File: src/rtl/pwm_capture.sv
// pwm_capture: measures the period and high time of an asynchronous PWM input
// in clk cycles. It reports one result per complete PWM cycle and flags a PWM
// that has stopped producing rising edges.
module pwm_capture #(
   parameter int CNT_W   = 32,
   parameter int TIMEOUT = 50_000_000
) (
   input  logic             clk,
   input  logic             rst,
   input  logic             pwm_i,
   output logic [CNT_W-1:0] period_o,
   output logic [CNT_W-1:0] high_o,
   output logic             valid_o,
   output logic             stuck_o,
   output logic             level_o
);

   localparam logic [CNT_W-1:0] TIMEOUT_C = CNT_W'(TIMEOUT);
   localparam logic [CNT_W-1:0] ONE_C     = CNT_W'(1);

   typedef enum logic {IDLE, MEASURE} state_t;

   state_t           state_q, state_d;
   logic             s1_q, s2_q, s3_q;
   logic [CNT_W-1:0] cnt_q, cnt_d;
   logic [CNT_W-1:0] high_cap_q, high_cap_d;
   logic [CNT_W-1:0] period_d, high_d;
   logic             valid_d, stuck_d, level_d;
   logic             rise, fall, cnt_sat;

   // Edges are taken between the synchronised level and its one-cycle delay.
   assign rise    = s2_q & ~s3_q;
   assign fall    = ~s2_q & s3_q;
   assign cnt_sat = (cnt_q == TIMEOUT_C);

   // Next-state and result logic; rise takes priority over the timeout.
   always_comb begin
      state_d    = state_q;
      cnt_d      = cnt_sat ? cnt_q : cnt_q + ONE_C;
      high_cap_d = high_cap_q;
      period_d   = period_o;
      high_d     = high_o;
      valid_d    = 1'b0;
      stuck_d    = stuck_o;
      level_d    = level_o;
      case (state_q)
         IDLE: begin
            // First rise only starts a measurement; that period is incomplete.
            if (rise) begin
               state_d = MEASURE;
               cnt_d   = ONE_C;
            end
         end
         MEASURE: begin
            if (fall) high_cap_d = cnt_q;
            if (rise) begin
               period_d = cnt_q;
               high_d   = high_cap_q;
               valid_d  = 1'b1;
               stuck_d  = 1'b0;
               cnt_d    = ONE_C;
            end else if (cnt_sat) begin
               stuck_d = 1'b1;
               level_d = s2_q;
               state_d = IDLE;
            end
         end
         default: state_d = IDLE;
      endcase
   end

   // Synchroniser, edge-detect delay and all measurement/result registers.
   always_ff @(posedge clk) begin
      if (rst) begin
         state_q    <= IDLE;
         s1_q       <= 1'b0;
         s2_q       <= 1'b0;
         s3_q       <= 1'b0;
         cnt_q      <= '0;
         high_cap_q <= '0;
         period_o   <= '0;
         high_o     <= '0;
         valid_o    <= 1'b0;
         stuck_o    <= 1'b0;
         level_o    <= 1'b0;
      end else begin
         state_q    <= state_d;
         s1_q       <= pwm_i;
         s2_q       <= s1_q;
         s3_q       <= s2_q;
         cnt_q      <= cnt_d;
         high_cap_q <= high_cap_d;
         period_o   <= period_d;
         high_o     <= high_d;
         valid_o    <= valid_d;
         stuck_o    <= stuck_d;
         level_o    <= level_d;
      end
   end

endmodule

File: config.mk
export PLATFORM = sky130hd
export DESIGN_NAME = pwm_capture
export DESIGN_NICKNAME = d
export VERILOG_FILES = /design/src/rtl/pwm_capture.sv
export SDC_FILE = /design/constraint.sdc
export NUM_CORES = 1
export LEC_CHECK = 0
export BUFFER_PORTS_ARGS = -buffer_cell sky130_fd_sc_hd__buf_4
export CAP_MARGIN = 20
export CORE_MARGIN = 1.5
export CORE_UTILIZATION = 40
export DETAILED_ROUTE_END_ITERATION = 12
export GPL_ROUTABILITY_DRIVEN = 0
export GPL_TIMING_DRIVEN = 0
export SYNTH_ARGS = -nofsm -noshare
export SYNTH_HDL_FRONTEND = slang
export SYNTH_SLANG_ARGS = --single-unit
File: constraint.sdc
create_clock -name clk -period 1.75 [get_ports clk]
set_input_delay 0.2625 -clock clk [delete_from_list [all_inputs] [get_ports clk]]
set_output_delay 0.2625 -clock clk [all_outputs]
set_load 0.01 [all_outputs]
# After elaboration in Yosys (flattened, before gate mapping)

Cells that the tools add are included.

Register bits after elaboration: 135

Reduce and logical (&&, ||, !) cells: 6
$add $sub $neg: 1
Muxes and demuxes: 8
Equality and inequality tests: 2
Bitwise operators: 6

Operator list:

| kind                  | count |
|---|---|
| $mux 32               | 2 |
| $add 32x1->32 const B | 1 |
| $eq 32x26->1 const B  | 1 |
| $reduce_and 2->1      | 3 |
| $mux 1                | 5 |
| $not 1->1             | 4 |
| $reduce_and 3->1      | 1 |
| $and 1x1->1           | 2 |
| $ne 2x2->1 const B    | 1 |
| $pmux 1 s2            | 1 |
| $reduce_bool 2->1     | 1 |
| $reduce_or 2->1       | 1 |

# Longest topological paths before layout

Gate-level depths: netlist of the first run.

Word-level depth: 4
Mapped depth: 7
Depth with buffers taken out: 6

# Worst setup path before layout of the first run

No wires, ideal clock.

Path type: register to register
From: register cnt_q[0]
To: register cnt_q[26]
Setup slack: -0.028 ns
Arrival: 1.707 ns
Stages on the path, launching flop included: 7
Cell sequence: dfxtp_1 -> ha_1 -> and4_1 -> buf_2 -> nand4_4 -> or4_1 -> a21oi_1

Word-level cells in the longest chain between the ends: 3
Elaborated cells on any way between the ends: 5
Those cells by class: add/sub: 1; eq/ne: 2; mux: 2

RTL lines:

| item                   | line   | text |
|---|---|---|
| start, declared        | 25     | `logic [CNT_W-1:0] cnt_q, cnt_d;` |
| start signal, assigned | 91     | `cnt_q <= cnt_d;` |
| $add 32x1->32          | 39     | `cnt_d = cnt_sat ? cnt_q : cnt_q + ONE_C;` |
| $mux 32                | 39     |  |
| $mux 32                | 49, 56 |  |

Several ways; a longest one is shown, not always the timed one. The select of a mux whose other input is x is not followed.
A chain may end at the register's enable or synchronous reset.

# Final worst setup path of the first run

From: register cnt_q[10]
To: register cnt_q[2]

Word-level cells in the longest chain between the ends: 2

RTL lines:

| item                 | line | text |
|---|---|---|
| $eq 32x26->1         | 34   | `assign cnt_sat = (cnt_q == TIMEOUT_C);` |
| $ne 2x2->1 (no line) | n/a  |  |

No other way between the ends.

==> results of run 1 <==
[layout by cell type, fill, tap and decap left out, types with 11 or more instances in the layout]
cell type,netlist,layout
dfxtp_1,135,116
buf_4,1,104
nand2_1,84,84
a22o_1,64,64
a21oi_1,52,50
clkbuf_16,0,17
clkbuf_1,26,14
buf_6,1,13
nor2_1,14,13
nand3_1,12,12
dfxtp_2,0,12
nand4_1,11,11
[kinds of logic after synthesis]
group,count (synthesis),share of synthesized area (%)
buf+inv,50,4.32
flops,135,54.3
compound gates,139,19.7
mux,3,0.603
fa+ha+maj,2,0.502
simple gates,180,18.8
xor+xnor,10,1.76
[Yosys cell counts, types with 9 or more instances]
cell type,count,area share [%]
a21oi_1,52,5.2
a22o_1,64,11
buf_2,13,1.3
clkbuf_1,26,2.0
dfxtp_1,135,54
nand2_1,84,6.3
nand3_1,12,1.2
nand4_1,11,1.4
nor2_1,14,1.1
o31ai_1,9,1.4
or3_1,10,1.3
or4_1,11,1.7
[critical path, cell delays in order, from the launching register on]
cell and delay [ns]:
dfxtp_4 0.35, or4_4 0.58, or4_4 0.48, o211ai_1 0.20, a21oi_1 0.09
[registers in the layout, summed over array words and instances (netlist names)]
signal	cells
valid_o	1
s2_q	1
s3_q	1
cnt_q	32
stuck_o	1
high_o	32
high_cap_q	32
s1_q	1
state_q	1
level_o	1
period_o	32
[through the flow]
stage / hold slack, ns / instances / instance area, um^2
floorplan: 0.391 / 519 / 4980
global placement: 0.418 / 755 / 5710
detailed placement: 0.429 / 755 / 5710
CTS: 0.0409 / 807 / 6580
global route: 0.0770 / 818 / 6800
finish: 0.0551 / 818 / 6800
[worst paths after layout]
path / startpoint / endpoint / slack, ns / depth (start not counted)
setup / recovery: cnt_q[10] / cnt_q[2] / -0.06 / 4
hold / removal: pwm_i / s1_q / 0.06 / 2
hold reg to reg: s1_q / s2_q / 0.44 / 1
setup reg to reg: cnt_q[10] / cnt_q[2] / -0.06 / 4
[power by group]
part,total (mW),switching [mW],leakage (nW),internal [mW]
logic,0.163,0.105,1.29,0.0576
registers,3.09,0.0116,1.10,3.08
clock network,3.44,1.32,0.275,2.12
[cell type report]
class / instances / area share, %
Multi-Input combinational cell: 334 / 32.2
Sequential cell: 135 / 40.3
Timing Repair Buffer: 102 / 11.4
Clock buffer: 19 / 6.51
Inverter: 6 / 0.331
Buffer: 42 / 4.27
Tap cell: 168 / 3.09
Clock inverter: 12 / 1.89
[metal layers]
metal  vias to the layer above  wire length [um]  track usage [%]
met2                       127              6140             32.9
met1                      2084              6040             27.1
li1                       2131                 -                -
met5                         -                 0                0
met4                         0               343             10.3
met3                        33               729             4.76
[timing repair]
item                                    CTS  global route
pin swaps                                11            14
setup buffers                            22            12
endpoints found under the setup margin   95           101
hold buffers                              0             0
resized for setup                        53            50
==> results.py, run 1 <==
metrics = {
    "sta": {
        "worst_slack_ns": -0.0642,
        "rsz0062_at_grt": "true",
        "worstMarginPinSlew_ns": 0.491,
        "max-slew-margin-rel_pct": 66.8,
        "fin_crit_sh_pct": 104,
        "max_freq_ghz": 0.551,
        "setup_violations": 4,
        "fin_setup_tns_ns": -0.177,
        "hold_viol": 0,
        "period_minus_slack_ns": 1.81,
        "slew_violations": 0,
        "skew_ns": 0.0107,
    },
    "layout": {
        "diodes": 0,
        "final_core_util_pct": 56.4,
        "drive_gt1_share_pct": 31.5,
        "multi_input_area_um2": 2190,
        "num-fill-cells": 1060,
        "fin_nets": 643,
        "syn_to_final_growth_pct": 36.6,
        "seq_area_um2": 2740,
    },
    "pwr": {
        "peakVddDrop_mv": 0.609,
        "p_leak_nw": 2.66,
        "power_mw": 6.69,
        "p_per_area_nw_per_um2": 983,
    },
    "clocking": {
        "root_buffer": "clkbuf_16",
        "clock_sinks": 135,
        "path_clk_slew_ns": 0.06,
        "cts_buffer_depth": 2,
        "clk_latency_ns": 0.43,
        "cts_tree": "built",
        "cts_made_buffers": 17,
        "cts-htree-levels": 4,
    },
    "global_routing": {
        "grt_pass1_wl_um": 20900,
        "antenna_found_initial": 0,
        "overflow": 0,
        "grt_max_degree": 17,
        "grt_pass1_vias": 4157,
        "gr-usage-all-layers_pct": 20.9,
    },
    "synth": {
        "synth_area_um2": 4980,
        "syn_inst": 519,
        "seq_area_frac_synth_pct": 54.3,
        "synth_top_flop_cell": "dfxtp_1",
        "ys_types": 45,
        "async_reset_ff_share_pct": 0,
        "synth_nets": 524,
        "synth-seq-cells": 135,
        "synth_edf_count": 0,
        "synth_area_per_cell_um2": 9.59,
        "yosys_warnings": 0,
    },
    "floorplan": {
        "start_util_pct": 41.3,
        "die_x_um": 115,
        "num_rows": 40,
        "dieArea_um2": 13100,
        "die_height_um": 115,
        "coreArea_um2": 12100,
        "io-pin-count": 70,
    },
    "outcome": {
        "violations": "negative setup slack",
        "status": "finished with violations",
    },
    "place": {
        "port_buffers": 68,
        "hpwl_um": 8930,
        "place_ws_ns": -0.580,
    },
    "critical_path": {
        "start_kind": "flip-flop",
        "critPathKind": "reg2reg",
        "worstPathArrival_ns": 2.11,
        "crit_required_ns": 2.05,
        "end_kind": "flip-flop",
        "worstPathMaxFanout": 4,
    },
    "route": {
        "antenna_left": 0,
        "wl_um": 13300,
        "detail_route.wl_per_cell_um": 16.2,
        "drcViolationCount": 0,
        "vias": 4375,
        "initialDrtViolationCount": 326,
        "via_per_inst": 5.35,
        "dr.pass1.iters": 5,
    },
    "hold_path": {
        "holdCritPathClass": "in2reg",
    },
    "run": {
        "cap_violations": 0,
    },
}
(Power assumes the default switching activity.)
==> inputs of run 2 (changes only) <==
--- a/config.mk
+++ b/config.mk
@@ -7,11 +7,15 @@
 export LEC_CHECK = 0
 export BUFFER_PORTS_ARGS = -buffer_cell sky130_fd_sc_hd__buf_4
 export CAP_MARGIN = 20
+export CELL_PAD_IN_SITES_DETAIL_PLACEMENT = 1
+export CELL_PAD_IN_SITES_GLOBAL_PLACEMENT = 1
 export CORE_MARGIN = 1.5
-export CORE_UTILIZATION = 40
+export CORE_UTILIZATION = 39
 export DETAILED_ROUTE_END_ITERATION = 12
 export GPL_ROUTABILITY_DRIVEN = 0
 export GPL_TIMING_DRIVEN = 0
+export PLACE_DENSITY_LB_ADDON = 0.1
+export SKIP_CTS_REPAIR_TIMING = 1
 export SYNTH_ARGS = -nofsm -noshare
 export SYNTH_HDL_FRONTEND = slang
 export SYNTH_SLANG_ARGS = --single-unit
==> results.py, run 2 (synthesis gave the netlist of run 1 again) <==
metrics = {
    "sta": {
        "worst_slack_ns": -0.105,
        "rsz0062_at_grt": "true",
        "fin_setup_tns_ns": -0.447,
        "max-slew-margin-rel_pct": 68.1,
        "slew_violations": 0,
        "fin_crit_sh_pct": 106,
        "hold_viol": 0,
        "period_minus_slack_ns": 1.85,
        "max_freq_ghz": 0.539,
        "skew_ns": 0.0154,
        "setup_violations": 11,
        "worstMarginPinSlew_ns": 0.479,
    },
    "clocking": {
        "cts-htree-levels": 4,
        "cts_made_buffers": 17,
        "clock_sinks": 135,
        "cts_tree": "built",
        "root_buffer": "clkbuf_16",
        "clk_latency_ns": 0.44,
        "path_clk_slew_ns": 0.06,
        "cts_buffer_depth": 2,
    },
    "pwr": {
        "pwr-share-clk_pct": 55.6,
        "peakVddDrop_mv": 0.583,
        "p_sw_share_pct": 20.4,
        "p_seq_share_pct": 42.1,
        "p_int_mw": 5.83,
        "p_leak_nw": 2.72,
        "p_per_area_nw_per_um2": 1040,
        "power_mw": 7.33,
        "p_switching_mw": 1.50,
        "power_frac_comb_pct": 2.3,
    },
    "floorplan": {
        "start_util_pct": 39.8,
        "die_x_um": 116,
        "die_height_um": 116,
        "io-pin-count": 70,
        "dieArea_um2": 13500,
        "coreArea_um2": 12500,
        "num_rows": 41,
    },
    "global_routing": {
        "overflow": 0,
        "grt_pass1_wl_um": 23500,
        "grt_pass1_vias": 4294,
        "antenna_found_initial": 0,
        "grt_max_degree": 17,
        "gr-usage-all-layers_pct": 23.3,
    },
    "critical_path": {
        "start_kind": "flip-flop",
        "r2r_setup_slack_ns": -0.10,
        "worstPathMaxFanout": 4,
        "r2r_cells": 4,
        "crit_required_ns": 2.12,
        "end_kind": "flip-flop",
        "reg2reg_to": "stuck_o",
        "worstPathArrival_ns": 2.23,
        "rr_startpoint": "cnt_q[10]",
        "critPathKind": "reg2reg",
    },
    "route": {
        "met3_wirelength_um": 653,
        "routed.top_layer": "met4",
        "initialDrtViolationCount": 259,
        "via_per_inst": 5.42,
        "wl_um": 16200,
        "dr_wl_met2_um": 7890,
        "antenna_left": 0,
        "dr.pass1.iters": 5,
        "m1WireLength_um": 7430,
        "vias": 4519,
        "detail_route.wl_per_cell_um": 19.4,
        "drcViolationCount": 0,
    },
    "layout": {
        "syn_to_final_growth_pct": 41.0,
        "drive_gt1_share_pct": 34.4,
        "final_core_util_pct": 56.1,
        "final_cell_mix": "114 x buf_4, 111 x dfxtp_1, 84 x nand2_1, 64 x a22o_1, 46 x a21oi_1",
        "final_common_cell": "buf_4",
        "fin_nets": 654,
        "final_area_um2": 7020,
        "num-fill-cells": 1416,
        "diodes": 0,
    },
    "outcome": {
        "violations": "negative setup slack",
        "status": "finished with violations",
    },
    "place": {
        "port_buffers": 68,
        "place_area_um2": 5710,
        "hpwl_um": 10100,
    },
    "hold_path": {
        "whs_path_depth": 2,
        "holdCritPathClass": "in2reg",
        "hold_path_end": "s1_q",
        "worstHoldStart": "pwm_i",
    },
    "run": {
        "cap_violations": 0,
    },
}
-- run 2: worst max-delay path, cell delays in order (launching register included) --
cell and delay (ns):
dfxtp_4 0.36, or4_4 0.57, or4_4 0.50, nor3_4 0.23, o21a_1 0.14
-- run 2: per-layer routing --
metal / track usage [%] / vias up
li1: - / 2149
met1: 30.3 / 2253
met2: 38.0 / 102
met3: 5.75 / 15
met4: 7.80 / 0
met5: 0 / -
-- run 2: layout make-up --
class | instances | area, um^2 | area share (%)
plain buffers | 42 | 297 | 4.22
clock inverters | 12 | 224 | 3.19
clock buffers | 20 | 447 | 6.36
multi-input cells | 335 | 2210 | 31.5
well taps | 172 | 215 | 3.06
flip-flops and latches | 135 | 2760 | 39.3
inverters | 6 | 22.5 | 0.321
repair buffers | 112 | 845 | 12.0
-- run 2: worst max-delay path by stage --
stage,start,endpoint,cells past startpoint
after global placement,s2_q,period_o[18],6
final,cnt_q[10],stuck_o,4
after detailed placement,s2_q,period_o[21],6
after global routing,cnt_q[1],cnt_q[24],6
after floorplan,cnt_q[0],cnt_q[26],6
after CTS,s2_q,period_o[21],6
-- run 2: per-stage QoR --
step / hold WS, ns / cells / setup WS [ns]
2_1_floorplan: 0.391 / 519 / 0.0331
3_3_place_gp: 0.435 / 759 / -0.501
6_report: 0.0655 / 834 / -0.105
3_5_place_dp: 0.449 / 759 / -0.528
4_1_cts: 0.0556 / 791 / -0.547
5_1_grt: 0.0724 / 834 / -0.153
-- run 2: power groups by stage --
stage	Sequential, mW	Clock (mW)	Combinational [mW]
after CTS	3.10	4.11	0.131
after global placement	3.17	0	0.124
after global routing	3.09	4.23	0.185
after floorplan	3.16	0	0.0869
final	3.09	4.07	0.171
after detailed placement	3.17	0	0.128
==> inputs of run 3 (changes only) <==
--- a/config.mk
+++ b/config.mk
@@ -10,7 +10,7 @@
 export CELL_PAD_IN_SITES_DETAIL_PLACEMENT = 1
 export CELL_PAD_IN_SITES_GLOBAL_PLACEMENT = 1
 export CORE_MARGIN = 1.5
-export CORE_UTILIZATION = 39
+export CORE_UTILIZATION = 40
 export DETAILED_ROUTE_END_ITERATION = 12
 export GPL_ROUTABILITY_DRIVEN = 0
 export GPL_TIMING_DRIVEN = 0
==> constraint.sdc (replaced) <==
create_clock -name clk -period 1.9 [get_ports clk]
set_input_delay 0.285 -clock clk [delete_from_list [all_inputs] [get_ports clk]]
set_output_delay 0.285 -clock clk [all_outputs]
set_load 0.01 [all_outputs]
==> results.py, run 3 (synthesis gave the netlist of run 1 again) <==
metrics = {
    "outcome": {
        "status": "finished clean",
    },
    "global_routing": {
        "grt_max_degree": 17,
        "grt_pass1_vias": 4143,
        "overflow": 0,
        "grt_pass1_wl_um": 22300,
        "antenna_found_initial": 0,
        "gr-usage-all-layers_pct": 22.5,
    },
    "clocking": {
        "clk_latency_ns": 0.43,
        "cts_buffer_depth": 2,
        "clock_sinks": 135,
        "cts_tree": "built",
        "path_clk_slew_ns": 0.06,
        "cts-htree-levels": 4,
        "cts_made_buffers": 17,
        "root_buffer": "clkbuf_16",
    },
    "floorplan": {
        "start_util_pct": 41.3,
        "num_rows": 40,
        "die_x_um": 115,
        "coreArea_um2": 12100,
        "die_height_um": 115,
        "dieArea_um2": 13100,
        "io-pin-count": 70,
    },
    "pwr": {
        "p_leak_nw": 2.52,
        "p_per_area_nw_per_um2": 976,
        "peakVddDrop_mv": 0.828,
    },
    "layout": {
        "final_common_cell": "dfxtp_1",
        "final_cell_mix": "122 x dfxtp_1, 85 x buf_4, 84 x nand2_1, 64 x a22o_1, 49 x a21oi_1",
        "diodes": 0,
        "final_core_util_pct": 54.5,
        "num-fill-cells": 1369,
        "multi_input_area_um2": 2140,
        "fin_nets": 622,
        "syn_to_final_growth_pct": 32.0,
        "fin_cells": 797,
        "drive_gt1_share_pct": 27.8,
        "seq_area_um2": 2740,
    },
    "place": {
        "hpwl_um": 9980,
        "placedCellCount": 755,
        "place_ws_ns": -0.433,
        "port_buffers": 68,
    },
    "critical_path": {
        "crit_required_ns": 2.27,
        "path_cells": "or4_4 -> or4_4 -> nor3_2 -> o21a_1",
        "start_kind": "flip-flop",
        "crit_slowest_cell": "or4_4",
        "critPathKind": "reg2reg",
        "rr_startpoint": "cnt_q[11]",
        "end_kind": "flip-flop",
        "cpMostUsedCell": "or4_4",
        "critPathTopFamily": "simple AND/OR/NAND/NOR gates",
        "worstPathMaxFanout": 6,
        "worstPathArrival_ns": 2.27,
        "cp_num_buf_inv": 0,
        "slowest_delay_ns": 0.56,
        "crit_start": "cnt_q[11]",
    },
    "sta": {
        "worstMarginPinSlew_ns": 0.472,
        "fin_setup_tns_ns": 0,
        "hold_viol": 0,
        "rsz0062_at_grt": "true",
        "skew_ns": 0.00658,
        "period_minus_slack_ns": 1.89,
        "worst_slack_ns": 0.00552,
        "max_freq_ghz": 0.528,
        "max-slew-margin-rel_pct": 68.1,
        "setup_violations": 0,
        "slew_violations": 0,
        "hold_ws_ns": 0.0796,
        "fin_crit_sh_pct": 99.7,
    },
    "route": {
        "via_per_inst": 5.38,
        "wl_um": 14400,
        "antenna_left": 0,
        "initialDrtViolationCount": 199,
        "drcViolationCount": 0,
        "detail_route.wl_per_cell_um": 18.0,
        "dr.pass1.iters": 4,
        "vias": 4290,
    },
    "hold_path": {
        "worstHoldStart": "pwm_i",
        "holdCritPathClass": "in2reg",
    },
    "run": {
        "cap_violations": 0,
    },
}
-- run 3: cell count changes in the layout (fill, tap and decap cells not counted), moves of 3 or more --
cell and change:
buf_4 -29, a21oi_1 +3, dfxtp_4 -4, clkbuf_2 +7
dfxtp_2 -7, a21oi_2 -3, clkinv_2 +4, dfxtp_1 +11
buf_6 -12
-- run 3: power by group --
part | switching (mW) | leakage [nW] | internal (mW) | total (mW)
Combinational | 0.0885 | 1.12 | 0.0387 | 0.127
Sequential | 0.0146 | 1.10 | 2.83 | 2.85
Clock | 1.23 | 0.302 | 2.21 | 3.44
-- run 3: worst paths after layout --
check	cells past startpoint	end	slack, ns
hold / removal	2	s1_q	0.08
setup / recovery	4	stuck_o	0.006
hold reg to reg	1	s2_q	0.44
setup reg to reg	4	stuck_o	0.006
-- run 3: per-layer routing --
metal  share of wire (%)  GRT usage, %  vias to the layer above  wire length (um)
li1                    -             -                     2074                 -
met1                  47          29.4                     2122              6710
met2                  48          36.0                       78              6920
met3                 3.9          6.41                       16               565
met4                 1.2          7.00                        0               176
met5                   0             0                        -                 0
-- run 3: metrics by stage --
stage	power [mW]	cell area (um^2)
final	6.41	6570
after global routing	6.63	6570
after CTS	6.46	6320
after detailed placement	3.03	5700
after global placement	3.03	5700
after floorplan	2.99	4980
-- run 3: cell type report --
| class | count | area share, % |
|---|---|---|
| timing repair buffer | 81 | 9.25 |
| inverter | 6 | 0.343 |
| tap | 168 | 3.20 |
| clock inverter | 13 | 2.70 |
| clock buffer | 18 | 6.68 |
| buffer | 42 | 3.54 |
| sequential | 135 | 41.6 |
| multi-input combinational | 334 | 32.6 |
